$ cat src/rtl/game_sequencer_if.sv
`default_nettype none
// ============================================================================
// Module   : game_if
// Purpose  : Bundles the debounced button levels, the collide inputs from the
//            position blocks and the game-flow outputs of game_sequencer.
// Revision : 1.0 - initial release
// ============================================================================
interface game_if #(
    parameter int SCORE_W = 8
);
    logic               start_btn;
    logic               pause_btn;
    logic [3:0]         enemy_collide;
    logic               food_collide;
    logic               gamemenu;
    logic               gamerun;
    logic               gamepause;
    logic               game_over;
    logic               game_won;
    logic [1:0]         lives;
    logic [SCORE_W-1:0] score;
    logic [9:0]         radius;
    logic               tick;
    logic               hit_active;

    // Sequencer side: consumes buttons/collides, drives the game flow outputs.
    modport master (
        input  start_btn, pause_btn, enemy_collide, food_collide,
        output gamemenu, gamerun, gamepause, game_over, game_won,
               lives, score, radius, tick, hit_active
    );

    // Datapath/debouncer side.
    modport slave (
        output start_btn, pause_btn, enemy_collide, food_collide,
        input  gamemenu, gamerun, gamepause, game_over, game_won,
               lives, score, radius, tick, hit_active
    );
endinterface
`default_nettype wire

$ cat src/rtl/game_sequencer.sv
`default_nettype none
// ============================================================================
// Module   : game_sequencer
// Purpose  : Arena game flow controller. Generates the menu/run/pause mode
//            strobes, tracks lives, score and player radius from collide
//            events, and produces the periodic game tick.
// Revision : 1.0 - initial release
// ============================================================================
module game_sequencer #(
    parameter int TICK_DIV       = 100000000,
    parameter int LIVES_INIT     = 3,
    parameter int HIT_HOLD_TICKS = 2,
    parameter int R_INIT         = 10,
    parameter int R_STEP         = 2,
    parameter int R_MAX          = 40,
    parameter int SCORE_W        = 8,
    parameter int WIN_SCORE      = 20
) (
    input  logic   clk,
    input  logic   rst_n,
    game_if.master bus
);

    localparam int TICK_W = (TICK_DIV > 1) ? $clog2(TICK_DIV) : 1;
    localparam int HOLD_W = (HIT_HOLD_TICKS > 0) ? $clog2(HIT_HOLD_TICKS + 1) : 1;

    localparam logic [TICK_W-1:0]  C_TICK_LAST  = TICK_W'(TICK_DIV - 1);
    localparam logic [TICK_W-1:0]  C_TICK_ONE   = TICK_W'(1);
    localparam logic [HOLD_W-1:0]  C_HOLD_INIT  = HOLD_W'(HIT_HOLD_TICKS);
    localparam logic [HOLD_W-1:0]  C_HOLD_ONE   = HOLD_W'(1);
    localparam logic [1:0]         C_LIVES_INIT = 2'(LIVES_INIT);
    localparam logic [SCORE_W-1:0] C_SCORE_ONE  = SCORE_W'(1);
    localparam logic [SCORE_W-1:0] C_WIN        = SCORE_W'(WIN_SCORE);
    localparam logic [9:0]         C_R_INIT     = 10'(R_INIT);
    localparam logic [9:0]         C_R_MAX      = 10'(R_MAX);
    localparam logic [10:0]        C_R_MAX_X    = 11'(R_MAX);
    localparam logic [10:0]        C_R_STEP_X   = 11'(R_STEP);

    typedef enum logic [2:0] {
        ST_MENU  = 3'd0,
        ST_RUN   = 3'd1,
        ST_HIT   = 3'd2,
        ST_PAUSE = 3'd3,
        ST_OVER  = 3'd4
    } state_t;

    state_t             state_q,      state_d;
    logic [TICK_W-1:0]  tick_cnt_q,   tick_cnt_d;
    logic [HOLD_W-1:0]  hold_q,       hold_d;
    logic [1:0]         lives_q,      lives_d;
    logic [SCORE_W-1:0] score_q,      score_d;
    logic [9:0]         radius_q,     radius_d;
    logic               game_won_q,   game_won_d;
    logic               gamemenu_q,   gamemenu_d;
    logic               gamerun_q,    gamerun_d;
    logic               gamepause_q,  gamepause_d;
    logic               game_over_q,  game_over_d;
    logic               hit_active_q, hit_active_d;
    logic               start_prev_q, start_prev_d;
    logic               pause_prev_q, pause_prev_d;
    logic [3:0]         enemy_prev_q, enemy_prev_d;
    logic               food_prev_q,  food_prev_d;

    logic               start_edge;
    logic               pause_edge;
    logic               enemy_edge;
    logic               food_edge;
    logic               tick_now;
    logic [SCORE_W-1:0] score_inc;
    logic [10:0]        radius_sum;
    logic [9:0]         radius_inc;

    // Rising-edge events; several enemy bits in one clk collapse to one hit.
    assign start_edge = bus.start_btn    & ~start_prev_q;
    assign pause_edge = bus.pause_btn    & ~pause_prev_q;
    assign food_edge  = bus.food_collide & ~food_prev_q;
    assign enemy_edge = |(bus.enemy_collide & ~enemy_prev_q);

    assign tick_now   = (tick_cnt_q == C_TICK_LAST);

    // Score saturates at all-ones; radius is clamped at R_MAX using a wide sum.
    assign score_inc  = (&score_q) ? score_q : (score_q + C_SCORE_ONE);
    assign radius_sum = {1'b0, radius_q} + C_R_STEP_X;
    assign radius_inc = (radius_sum > C_R_MAX_X) ? C_R_MAX : radius_sum[9:0];

    // Next-state and next-output computation for the game flow.
    always_comb begin
        state_d      = state_q;
        hold_d       = hold_q;
        lives_d      = lives_q;
        score_d      = score_q;
        radius_d     = radius_q;
        game_won_d   = game_won_q;
        tick_cnt_d   = tick_now ? '0 : (tick_cnt_q + C_TICK_ONE);
        start_prev_d = bus.start_btn;
        pause_prev_d = bus.pause_btn;
        enemy_prev_d = bus.enemy_collide;
        food_prev_d  = bus.food_collide;

        case (state_q)
            ST_MENU: begin
                if (start_edge) begin
                    state_d = ST_RUN;
                end
            end
            ST_RUN, ST_HIT: begin
                if (food_edge) begin
                    score_d  = score_inc;
                    radius_d = radius_inc;
                end
                // Collisions resolve before pause; a win masks a same-clk hit.
                if (food_edge && (score_inc == C_WIN)) begin
                    state_d    = ST_OVER;
                    game_won_d = 1'b1;
                end else if ((state_q == ST_RUN) && enemy_edge) begin
                    lives_d = (lives_q != 2'd0) ? (lives_q - 2'd1) : 2'd0;
                    if (lives_d == 2'd0) begin
                        state_d    = ST_OVER;
                        game_won_d = 1'b0;
                    end else begin
                        state_d = ST_HIT;
                        hold_d  = C_HOLD_INIT;
                    end
                end else if ((state_q == ST_RUN) && pause_edge) begin
                    state_d = ST_PAUSE;
                end else if ((state_q == ST_HIT) && tick_now) begin
                    hold_d = (hold_q != '0) ? (hold_q - C_HOLD_ONE) : '0;
                    if (hold_d == '0) begin
                        state_d = ST_RUN;
                    end
                end
            end
            ST_PAUSE: begin
                if (pause_edge) begin
                    state_d = ST_RUN;
                end
            end
            ST_OVER: begin
                if (start_edge) begin
                    state_d = ST_MENU;
                end
            end
            default: begin
                state_d = ST_MENU;
            end
        endcase

        // Game variables are reloaded on entry to MENU and held there.
        if (state_d == ST_MENU) begin
            lives_d    = C_LIVES_INIT;
            score_d    = '0;
            radius_d   = C_R_INIT;
            game_won_d = 1'b0;
        end

        gamemenu_d   = (state_d == ST_MENU);
        gamerun_d    = (state_d == ST_RUN) || (state_d == ST_HIT);
        gamepause_d  = (state_d == ST_PAUSE);
        game_over_d  = (state_d == ST_OVER);
        hit_active_d = (state_d == ST_HIT);
    end

    // State, counters, registered outputs and edge-detect history.
    always_ff @(posedge clk or negedge rst_n) begin
        if (!rst_n) begin
            state_q      <= ST_MENU;
            tick_cnt_q   <= '0;
            hold_q       <= '0;
            lives_q      <= C_LIVES_INIT;
            score_q      <= '0;
            radius_q     <= C_R_INIT;
            game_won_q   <= 1'b0;
            gamemenu_q   <= 1'b1;
            gamerun_q    <= 1'b0;
            gamepause_q  <= 1'b0;
            game_over_q  <= 1'b0;
            hit_active_q <= 1'b0;
            start_prev_q <= 1'b0;
            pause_prev_q <= 1'b0;
            enemy_prev_q <= 4'd0;
            food_prev_q  <= 1'b0;
        end else begin
            state_q      <= state_d;
            tick_cnt_q   <= tick_cnt_d;
            hold_q       <= hold_d;
            lives_q      <= lives_d;
            score_q      <= score_d;
            radius_q     <= radius_d;
            game_won_q   <= game_won_d;
            gamemenu_q   <= gamemenu_d;
            gamerun_q    <= gamerun_d;
            gamepause_q  <= gamepause_d;
            game_over_q  <= game_over_d;
            hit_active_q <= hit_active_d;
            start_prev_q <= start_prev_d;
            pause_prev_q <= pause_prev_d;
            enemy_prev_q <= enemy_prev_d;
            food_prev_q  <= food_prev_d;
        end
    end

    assign bus.gamemenu   = gamemenu_q;
    assign bus.gamerun    = gamerun_q;
    assign bus.gamepause  = gamepause_q;
    assign bus.game_over  = game_over_q;
    assign bus.game_won   = game_won_q;
    assign bus.lives      = lives_q;
    assign bus.score      = score_q;
    assign bus.radius     = radius_q;
    assign bus.tick       = tick_now;
    assign bus.hit_active = hit_active_q;

endmodule
`default_nettype wire

$ cat src/flat_wrapper.sv
// flat-port wrapper written by rule: the top's interface ports become plain ports
module game_sequencer_flat 
#(
    parameter int TICK_DIV       = 100000000,
    parameter int LIVES_INIT     = 3,
    parameter int HIT_HOLD_TICKS = 2,
    parameter int R_INIT         = 10,
    parameter int R_STEP         = 2,
    parameter int R_MAX          = 40,
    parameter int SCORE_W        = 8,
    parameter int WIN_SCORE      = 20
)
  (clk, rst_n, bus_start_btn, bus_pause_btn, bus_enemy_collide, bus_food_collide, bus_gamemenu, bus_gamerun, bus_gamepause, bus_game_over, bus_game_won, bus_lives, bus_score, bus_radius, bus_tick, bus_hit_active);
  game_if #(.SCORE_W(SCORE_W)) bus_i ();
  input  logic clk;
  input  logic rst_n;
  input wire logic [$bits(bus_i.start_btn)-1:0] bus_start_btn;
  input wire logic [$bits(bus_i.pause_btn)-1:0] bus_pause_btn;
  input wire logic [$bits(bus_i.enemy_collide)-1:0] bus_enemy_collide;
  input wire logic [$bits(bus_i.food_collide)-1:0] bus_food_collide;
  output wire logic [$bits(bus_i.gamemenu)-1:0] bus_gamemenu;
  output wire logic [$bits(bus_i.gamerun)-1:0] bus_gamerun;
  output wire logic [$bits(bus_i.gamepause)-1:0] bus_gamepause;
  output wire logic [$bits(bus_i.game_over)-1:0] bus_game_over;
  output wire logic [$bits(bus_i.game_won)-1:0] bus_game_won;
  output wire logic [$bits(bus_i.lives)-1:0] bus_lives;
  output wire logic [$bits(bus_i.score)-1:0] bus_score;
  output wire logic [$bits(bus_i.radius)-1:0] bus_radius;
  output wire logic [$bits(bus_i.tick)-1:0] bus_tick;
  output wire logic [$bits(bus_i.hit_active)-1:0] bus_hit_active;
  assign bus_i.start_btn = bus_start_btn;
  assign bus_i.pause_btn = bus_pause_btn;
  assign bus_i.enemy_collide = bus_enemy_collide;
  assign bus_i.food_collide = bus_food_collide;
  assign bus_gamemenu = bus_i.gamemenu;
  assign bus_gamerun = bus_i.gamerun;
  assign bus_gamepause = bus_i.gamepause;
  assign bus_game_over = bus_i.game_over;
  assign bus_game_won = bus_i.game_won;
  assign bus_lives = bus_i.lives;
  assign bus_score = bus_i.score;
  assign bus_radius = bus_i.radius;
  assign bus_tick = bus_i.tick;
  assign bus_hit_active = bus_i.hit_active;
  game_sequencer #(.TICK_DIV(TICK_DIV), .LIVES_INIT(LIVES_INIT), .HIT_HOLD_TICKS(HIT_HOLD_TICKS), .R_INIT(R_INIT), .R_STEP(R_STEP), .R_MAX(R_MAX), .SCORE_W(SCORE_W), .WIN_SCORE(WIN_SCORE)) u_core (.clk(clk), .rst_n(rst_n), .bus(bus_i));
endmodule
$ cat config.mk
export PLATFORM = sky130hd
export DESIGN_NAME = game_sequencer_flat
export DESIGN_NICKNAME = d
export VERILOG_FILES = /design/src/rtl/game_sequencer_if.sv /design/src/rtl/game_sequencer.sv /design/src/flat_wrapper.sv
export SDC_FILE = /design/constraint.sdc
export NUM_CORES = 1
export LEC_CHECK = 0
export BUFFER_PORTS_ARGS = -buffer_cell sky130_fd_sc_hd__buf_2
export CAP_MARGIN = 40
export CORE_AREA = 2 2 67 94
export DETAILED_ROUTE_END_ITERATION = 6
export DIE_AREA = 0 0 69 96
export PLACE_DENSITY = 0.77
export REMOVE_ABC_BUFFERS = 1
export SYNTH_ARGS = -nofsm -noshare
export SYNTH_HDL_FRONTEND = slang
export SYNTH_SLANG_ARGS = --single-unit
$ cat constraint.sdc
create_clock -name clk -period 3.3 [get_ports clk]
set_clock_uncertainty 0.15 [all_clocks]
set_input_delay 0.165 -clock clk [delete_from_list [all_inputs] [get_ports clk]]
set_output_delay 0.165 -clock clk [all_outputs]
set_load 0.005 [all_outputs]
==> out/qor.txt, run 1 <==
Syn Inst Count = 325
Most frequent cells in the layout = 59 x dfrtp_1, 34 x buf_2, 32 x nor2_1
Worst slew margin = 45.2%
Post-DRT Antenna Nets = 0
Layout cell share with drive strength beyond 1 = 22.2%
Share of the yosys chip area belonging to registers = 49.2%
Max-slew violations = 0
CP Max Fanout = 16
CP endpoint kind = register
TritonCTS clock tree = done
TNS Setup = 0 ps
Die area = 6620 sq um
Final Setup Violations = 0
Synth top area share = 45.2%
Final Cycle Share = 88.2%
Clock sink count = 64
FMAX = 343 MHz
RR Startpoint = u_core.bus.score[0]$_DFFE_PN0P_
Status = complete, no violations
Clock latency on the worst-skew pair = 340 ps
Max-cap viol count = 0
Async S/R FF share, synth = 100%
Die span in x = 69 um
Delay-heaviest family, CP = simple AND/OR/NAND/NOR gates
Synth warnings = 0
Post-layout util = 67.1%
Synth top area cells = dfrtp_1 45%, xor2_1 4.8%, dfstp_2 4.0%, nor2_1 3.7%, nand2_1 3.4%
Port-buffer cells = 34
Fin. Hold Viols = 0
Unrepaired setup endpoints after global routing = no
Vias per inst = 5.83
Rows = 33
Most common flop cell mapped by yosys = dfrtp_1
DR WL/cell = 16.0 um
# nets final = 385
GP Congestion = 0.906
Syn_area_per_cell = 10.1 sq um
Clock transition at path regs = 70 ps
Initial antenna violation count = 0
Drt drc = 0
Worst VDD drop = 0.538 mV
Cell Chain, Critical Path = ha_1 > or4bb_1 > nor3_1 > o211a_2 > o22a_1 > or3_1 > buf_4 > a211oi_2
Num ports = 36
Startpoint Class = register
Count of flip-flops with a built-in enable after synthesis = 0
Reg2Reg Depth = 8
Slowest cell on crit path = dfrtp_1
Grt total ovfl = 0
Total CTS buffers = 9
#FFs+latches synth = 64
Library cells used by synthesis = 62
CORE AREA = 5780 sq um
Ant. Diodes = 0
Area grow syn2layout = 18.6%
Root Buffer = clkbuf_8
PwrDens = 706 nW/um^2
CP required = 3370 ps
First-pass GRT wire length = 12200 um
Reg2reg end = u_core.bus.radius[4]$_DFFE_PN0P_
R2R Setup Slk = 390 ps
WP buf/inv = 1
Number of global-route vias before repair = 2652
Yosys top cell by area = dfrtp_1
Clk buf depth = 2
Tmin final = 2910 ps
Total GRT Usage = 23.4%
DR vias = 2612
DRT iter0 DRCs = 135
Most common cell after layout, fill and taps aside = dfrtp_1
Cell Area, Synth = 3270 sq um
Largest net degree at the start of global routing = 26
Crit Path Class = reg2reg
Worst-margin pin slew = 801 ps
Die Y-Extent = 96 um
Final HPWL DP = 4990 um
H-tree lvl count = 3
Max stage delay on crit path = 470 ps
First-pass detailed-route iteration total = 4
PostCTS Resize Cnt = 0
Total Routed Length = 7160 um
HP Class = in2async
Initial core utilization = 56.6%
P_leak = 1.79 nW
Critical Path AT = 2980 ps
## flip-flops by register name (all words and copies together), names as in the netlist, 2 cells and up
signal / cells
u_core.tick_cnt_q: 27
u_core.state_q: 3
u_core.bus.lives: 2
u_core.bus.score: 8
u_core.hold_q: 2
u_core.enemy_prev_q: 4
u_core.bus.radius: 9
## cell type report
type,count,area [sq um]
fillers,463,1900
clock buffers,11,141
clock inverters,5,128
well taps,70,87.6
inverters,8,30.0
flip-flops and latches,64,1610
multi-input cells,241,1570
repair buffers,49,315
## layer usage
layer	global-route usage (%)	part of all wire [%]
met4	10.8	2.6
met3	5.86	4.4
met5	0	0
met1	26.9	40
met2	41.3	53
## cell usage after synthesis (7+ instances only)
cell type and instances:
a21oi_1 8, a21oi_2 10, and3_1 8, dfrtp_1 59
inv_1 7, nand2_1 30, nand3_1 21, nand4_1 7
nor2_1 32, nor2b_1 7, o21ai_0 9, xnor2_1 11
xor2_1 18
## worst max-delay path by stage
stage                     cells after the start                          endpoint                       startpoint
after floorplan                               8    u_core.bus.gamepause$_DFF_PN0_  u_core.bus.score[0]$_DFFE_PN0P_
after global placement                        8  u_core.bus.radius[4]$_DFFE_PN0P_  u_core.bus.score[0]$_DFFE_PN0P_
after CTS                                     8  u_core.bus.radius[4]$_DFFE_PN0P_  u_core.bus.score[0]$_DFFE_PN0P_
after global routing                          8   u_core.bus.score[0]$_DFFE_PN0P_  u_core.bus.score[0]$_DFFE_PN0P_
after detailed placement                      8   u_core.bus.score[2]$_DFFE_PN0P_  u_core.bus.score[0]$_DFFE_PN0P_
final                                         8  u_core.bus.radius[4]$_DFFE_PN0P_  u_core.bus.score[0]$_DFFE_PN0P_
## worst reg2reg max path, stage by stage (launching register included)
cell	delay, ps
dfrtp_1	470
ha_1	350
or4bb_1	470
nor3_1	260
o211a_2	340
o22a_1	150
or3_1	180
buf_4	290
a211oi_2	120
## per-stage QoR
| step | area (sq um) | power (mW) | std cells | hold WS [ps] | setup WS (ps) |
|---|---|---|---|---|---|
| floorplan | 3210 | 1.54 | 313 | -281 | 360 |
| global placement | 3510 | 1.80 | 423 | 134 | 589 |
| detailed placement | 3530 | 1.82 | 424 | -19.5 | 491 |
| CTS | 3880 | 2.75 | 448 | 145 | 415 |
| global route | 3880 | 2.90 | 448 | 168 | 169 |
| finish | 3880 | 2.74 | 448 | 136 | 388 |
## kinds of logic after synthesis
group	after synthesis	synth area share (%)
XOR/XNOR	29	7.77
adder cells (fa/ha/maj)	3	1.15
AO/OA/AOI/OAI	63	14.7
flip-flops	64	49.2
multiplexers	4	1.26
AND/OR/NAND/NOR	141	22.9
buffers and inverters	20	2.87
other	1	0.115
## report_power, final
group	switching (mW)	total [mW]	internal (mW)
clock	0.308	0.908	0.599
sequential	0.130	1.03	0.898
combinational	0.490	0.802	0.312
## repair_timing
| action | CTS | global route |
|---|---|---|
| setup buffers | 0 | 0 |
| hold endpoints to repair | 48 | 0 |
| hold buffers | 8 | 0 |
Power figures use the tool's default switching activity.
==> run 2: changes to the inputs <==
--- a/config.mk
+++ b/config.mk
@@ -7,10 +7,11 @@
 export LEC_CHECK = 0
 export BUFFER_PORTS_ARGS = -buffer_cell sky130_fd_sc_hd__buf_2
 export CAP_MARGIN = 40
-export CORE_AREA = 2 2 67 94
+export CORE_AREA = 2 2 65 92
+export CTS_BUF_LIST = sky130_fd_sc_hd__clkbuf_4 sky130_fd_sc_hd__clkbuf_8
 export DETAILED_ROUTE_END_ITERATION = 6
-export DIE_AREA = 0 0 69 96
-export PLACE_DENSITY = 0.77
+export DIE_AREA = 0 0 67 94
+export PLACE_DENSITY = 0.81
 export REMOVE_ABC_BUFFERS = 1
 export SYNTH_ARGS = -nofsm -noshare
 export SYNTH_HDL_FRONTEND = slang
==> run 2 against run 1 <==
Compared with the run above: total power is 11% lower; combinational power is 3.6% higher; fmax is 0.16% lower; non-clock buffer count is 1 lower; sequential cell count stayed put; first-iteration DRC count is 4.4% higher; via count is 2.1% lower; cell area is 2.7% lower; critical path type unchanged; critical endpoint is now u_core.bus.score[4]$_DFFE_PN0P_; largest cell class unchanged.
==> out/qor.txt, run 2 (synthesized netlist as in run 1, its figures left out) <==
Reg with most FFs = u_core.tick_cnt_q
Grt total ovfl = 0 (unchanged)
Rows = 32 (-3.0%)
Unrepaired setup endpoints after global routing = no
Final HPWL DP = 4800 um (-3.9%)
H-tree lvl count = 3 (unchanged)
Number of global-route vias before repair = 2527 (-4.7%)
Max-slew violations = 0 (unchanged)
Tmin final = 2920 ps (+4.66 ps)
Clk buf depth = 2 (unchanged)
Max-cap viol count = 0 (unchanged)
Most frequent cells in the layout = 59 x dfrtp_1, 34 x buf_2, 32 x nor2_1
Total GRT Usage = 24.5% (+1.1 points)
Total CTS buffers = 9 (unchanged)
Layout cell share with drive strength beyond 1 = 22.3% (+0.059 points)
Worst-margin pin slew = 658 ps (-142 ps)
Hold_buf cts = 8 (unchanged)
FMAX = 343 MHz (-0.16%)
DR vias = 2557 (-2.1%)
Die span in x = 67 um (-2.9%)
Clock transition at path regs = 70 ps (about the same)
Final Power = 2.45 mW (-11%)
Critical Path AT = 2990 ps (about the same)
DRT iter0 DRCs = 141 (+4.4%)
Num ports = 36 (unchanged)
Register Area = 1610 sq um (unchanged)
Post-CTS setup buffers = 0 (unchanged)
Total Routed Length = 6820 um (-4.7%)
Die area = 6300 sq um (-4.9%)
Worst VDD drop = 0.886 mV (+65%)
Most common cell after layout, fill and taps aside = dfrtp_1
Die Y-Extent = 94 um (-2.1%)
Drt drc = 0 (unchanged)
Fin. Hold Viols = 0 (unchanged)
Max reg flops = 27 (unchanged)
Ant. Diodes = 0 (unchanged)
Cell Chain, Critical Path = ha_1 > or4bb_1 > nor3_1 > o211a_2 > a211o_1 > o21ba_1 > buf_4 > a21oi_2
DR WL/cell = 15.3 um (-4.1%)
Root Buffer = clkbuf_8
Multi-input logic area = 1570 sq um (unchanged)
Port-buffer cells = 34 (unchanged)
Slowest cell on crit path = or4bb_1
First-pass GRT wire length = 11600 um (-4.9%)
P_leak = 1.75 nW (-2.1%)
Clock latency on the worst-skew pair = 350 ps (about the same)
# nets final = 384 (-0.26%)
GP Congestion = 0.908 (+0.19%)
HP Class = in2async
Clock sink count = 64 (unchanged)
Crit Path Class = reg2reg
Initial core utilization = 60.0% (+3.5 points)
Final Setup Violations = 0 (unchanged)
Startpoint Class = register
PwrDens = 649 nW/um^2 (-8.0%)
CP required = 3370 ps (about the same)
Worst slew margin = 56.1% (+11 points)
TritonCTS clock tree = done
Vias per inst = 5.75 (-1.4%)
Initial antenna violation count = 0 (unchanged)
CORE AREA = 5450 sq um (-5.8%)
Largest net degree at the start of global routing = 36 (+38%)
Post-DRT Antenna Nets = 0 (unchanged)
Fill cells = 455 (-1.7%)
Max stage delay on crit path = 480 ps (about the same)
First-pass detailed-route iteration total = 5 (+1)
CP endpoint kind = register
Final Cycle Share = 88.4% (+0.14 points)
Area grow syn2layout = 15.3%
TNS Setup = 0 ps (unchanged)
CP Max Fanout = 9 (-7)
Status = complete, no violations
Reg2Reg Depth = 8 (unchanged)
PostCTS Resize Cnt = 0 (unchanged)
run 2: cell types whose count changed in the layout (fill, tap and decap cells not counted), sizes merged:
cell / change
clkinvlp: -1
clkinv: +4
clkbuf: +1
buf: -1
bufinv: -4
run 2: through the flow:
step           worst slack, ps  instance area (sq um)  hold slack, ps  cells  utilization [%]
5_1_grt                    194                   3770             299    445             69.3
3_5_place_dp               388                   3520            86.9    421             64.6
4_1_cts                    383                   3770             252    445             69.3
3_3_place_gp               495                   3520            76.5    421             64.6
6_report                   384                   3770             231    445             69.3
2_1_floorplan              360                   3210            -281    313                -
run 2: power by group:
group          switching, mW  leakage, nW  internal (mW)
Sequential             0.121        0.833          0.898
Clock                  0.294       0.0967          0.305
Combinational          0.484        0.822          0.347
run 2: path summary, 6_finish.rpt:
path	slack [ps]	endpoint	from
max	380	u_core.bus.score[4]$_DFFE_PN0P_	u_core.bus.score[0]$_DFFE_PN0P_
min	230	u_core.tick_cnt_q[18]$_DFF_PN0_	rst_n
max reg2reg	380	u_core.bus.score[4]$_DFFE_PN0P_	u_core.bus.score[0]$_DFFE_PN0P_
min reg2reg	310	u_core.tick_cnt_q[0]$_DFF_PN0_	u_core.tick_cnt_q[0]$_DFF_PN0_
max in group asynchronous	1880	u_core.bus.score[5]$_DFFE_PN0P_	rst_n
min in group clk	310	u_core.tick_cnt_q[0]$_DFF_PN0_	u_core.tick_cnt_q[0]$_DFF_PN0_
run 2: layout make-up:
class | count | area share, %
Inverter | 8 | 0.796
Clock inverter | 4 | 0.531
Multi-Input combinational cell | 241 | 41.6
Tap cell | 68 | 2.26
Clock buffer | 12 | 4.05
Sequential cell | 64 | 42.6
Timing Repair Buffer | 48 | 8.16
run 2: layer usage:
layer  global-route usage [%]  wire length (um)  vias up
met1                     30.2              2900     1243
met4                     13.6               187        0
met3                     4.20               211       17
met5                        0                 0        -
met2                     40.1              3530       51
li1                         -                 -     1246
run 2: critical path: cells and delay by family (launching register included):
kind                       cells  cell delay (ps)
DFF                            1              470
adders and majority gates      1              340
buffers and inverters          1              250
and+or+nand+nor                2              700
AOI/OAI and AO/OA              4              890
==> run 3: changes to the inputs <==
--- a/config.mk
+++ b/config.mk
@@ -12,6 +12,7 @@
 export DETAILED_ROUTE_END_ITERATION = 6
 export DIE_AREA = 0 0 67 94
 export PLACE_DENSITY = 0.81
+export RECOVER_POWER = 50
 export REMOVE_ABC_BUFFERS = 1
 export SYNTH_ARGS = -nofsm -noshare
 export SYNTH_HDL_FRONTEND = slang
==> constraint.sdc (replaced) <==
create_clock -name clk -period 2.85 [get_ports clk]
set_clock_uncertainty 0.15 [all_clocks]
set_input_delay 0.1425 -clock clk [delete_from_list [all_inputs] [get_ports clk]]
set_output_delay 0.1425 -clock clk [all_outputs]
set_load 0.005 [all_outputs]
==> run 3 against run 2 <==
Compared with the run above: sequential share of layout area shrank 0.59 points; highest routed layer unchanged; global-route usage shrank 0.58 points; largest cell class unchanged; the run now ends with capacitance limit, slew limit left; total power grew 21%; combinational power grew 22%; sequential cell count is the same; die area is the same; critical path depth grew 1; final cell count grew 1.1%; register-to-register slack lost 180 ps.
==> out/qor.txt, run 3 (synthesized netlist as in run 1, its figures left out) <==
Ant. Diodes = 0 (unchanged)
Drt drc = 0 (unchanged)
Top layer in use = met4
TritonCTS clock tree = done
DRT iter0 DRCs = 221 (+57%)
Final Setup Violations = 0 (unchanged)
Post-CTS setup buffers = 0 (unchanged)
Total Routed Length = 6700 um (-1.8%)
CP endpoint kind = register
FMAX = 373 MHz
Number of global-route vias before repair = 2626 (+3.9%)
Clock transition at path regs = 60 ps (about the same)
Final Cycle Share = 94.0%
Vias per inst = 5.84 (+1.7%)
Max-slew violations = 65 (+65)
Largest net degree at the start of global routing = 65 (+81%)
DR vias = 2630 (+2.9%)
Clk buf depth = 2 (unchanged)
Clock latency on the worst-skew pair = 340 ps (about the same)
Post-DRT Antenna Nets = 0 (unchanged)
Unrepaired setup endpoints after global routing = no
Max-cap viol count = 1 (+1)
Crit path launch = bus_enemy_collide[2]
WL met3 = 238 um (+13%)
Most common cell after layout, fill and taps aside = dfrtp_1
Fin. Hold Viols = 0 (unchanged)
Die span in x = 67 um (unchanged)
CP Max Fanout = 16 (+7)
CP required = 2950 ps (-420 ps)
Reg with most FFs = u_core.tick_cnt_q
Num ports = 36 (unchanged)
H-tree lvl count = 3 (unchanged)
DR WL/cell = 14.9 um (-2.9%)
Die Y-Extent = 94 um (unchanged)
Startpoint Class = input pin
Crit Path Class = in2reg
Area grow syn2layout = 17.0%
Failing checks = capacitance limit, slew limit
Worst VDD drop = 0.887 mV (about the same)
First-pass GRT wire length = 11400 um (-1.3%)
Worst slew margin = -2.13% (-58 points)
WHS = 304 ps (+73.5 ps)
Port-buffer cells = 34 (unchanged)
Tmin final = 2680 ps
HP Class = in2reg
Clock sink count = 64 (unchanged)
M1 WL = 2730 um (-6.0%)
Initial core utilization = 60.0% (unchanged)
Total CTS buffers = 9 (unchanged)
Place WS = 214 ps (-173 ps)
Most frequent cells in the layout = 59 x dfrtp_1, 32 x nor2_1, 30 x nand2_1
Grt total ovfl = 0 (unchanged)
P_leak = 1.76 nW (+0.26%)
Die area = 6300 sq um (unchanged)
Root Buffer = clkbuf_8
Final Instance Area = 3820 sq um (+1.4%)
Reg2reg end = u_core.bus.gamerun$_DFF_PN0_
Layout cell share with drive strength beyond 1 = 20.4% (-1.9 points)
Status = finished, violations left
GP Congestion = 0.816 (-10%)
Rows = 32 (unchanged)
Placed cell area = 3560 sq um (+1.1%)
Fin worst setup slack = 172 ps (-211 ps)
Reg2Reg Depth = 8 (unchanged)
# nets final = 389 (+1.3%)
First-pass detailed-route iteration total = 4 (-1)
RR Startpoint = u_core.bus.score[0]$_DFFE_PN0P_
Total GRT Usage = 23.9% (-0.58 points)
Met2 WL post-DR = 3560 um (+1.0%)
Final HPWL DP = 4760 um (-0.74%)
CORE AREA = 5450 sq um (unchanged)
PwrDens = 777 nW/um^2 (+20%)
Worst-margin pin slew = 1530 ps (+874 ps)
R2R Setup Slk = 200 ps (-180 ps)
Critical Path AT = 2780 ps (-210 ps)
Max reg flops = 27 (unchanged)
Worst Setup EP = u_core.bus.radius[4]$_DFFE_PN0P_
Initial antenna violation count = 0 (unchanged)
## run 3: cell types whose count changed in the layout (fill, tap and decap cells not counted)
cell,change
clkbuf_1,+9
buf_2,-7
buf_4,+2
clkinv_2,-2
dfstp_1,+2
dfstp_2,-2
bufinv_16,+1
clkbuf_2,+1
clkbuf_8,+1
## run 3: area by class of cell
type / count / area (sq um)
Clock buffer: 13 / 166
Tap cell: 68 / 85.1
Inverter: 8 / 30.0
Sequential cell: 64 / 1610
Timing Repair Buffer: 53 / 327
Fill cell: 447 / 1620
Multi-Input combinational cell: 241 / 1570
Clock inverter: 3 / 40.0
## run 3: worst min path at each step
stage                    startpoint                                to  slack, ps  cells after the start
2_1_floorplan                 rst_n    u_core.bus.game_over$_DFF_PN0_       -300                      0
3_3_place_gp   bus_enemy_collide[0]  u_core.enemy_prev_q[0]$_DFF_PN0_        110                      1
3_5_place_dp   bus_enemy_collide[3]  u_core.enemy_prev_q[3]$_DFF_PN0_        110                      1
4_1_cts        bus_enemy_collide[1]  u_core.enemy_prev_q[1]$_DFF_PN0_        300                      2
5_1_grt               bus_start_btn     u_core.start_prev_q$_DFF_PN0_        310                      2
6_report              bus_pause_btn     u_core.pause_prev_q$_DFF_PN0_        300                      2
## run 3: worst max-delay path: stages
cell,delay (ps)
dlygate4sd3_1,530
buf_2,130
nor2b_1,140
or4_4,560
or3b_1,360
a211o_1,330
o21ba_1,220
buf_12,160
a211oi_2,210
## run 3: routing by layer
metal  global-route usage (%)  up-vias
met5                        0        -
met4                     13.8        0
met3                     3.96       17
met2                     41.4       51
met1                     27.1     1296
li1                         -     1266
## run 3: what timing repair did
action,CTS,global route
hold buffers,8,0
gates resized for setup,0,0
hold endpoints to repair,66,0
## run 3: per-stage QoR
stage | setup TNS [ps] | utilization [%] | total power [mW] | std cells
2_1_floorplan | -470 | - | 1.78 | 313
3_3_place_gp | 0 | 65.3 | 2.17 | 426
3_5_place_dp | 0 | 65.3 | 2.19 | 426
4_1_cts | 0 | 70.6 | 3.00 | 450
5_1_grt | 0 | 70.2 | 3.15 | 450
6_report | 0 | 70.2 | 2.97 | 450
## run 3: where the power goes
part | internal [mW] | leakage, nW | switching [mW]
registers | 1.04 | 0.831 | 0.122
logic | 0.426 | 0.815 | 0.584
clock network | 0.469 | 0.110 | 0.332
total | 1.93 | 1.76 | 1.04
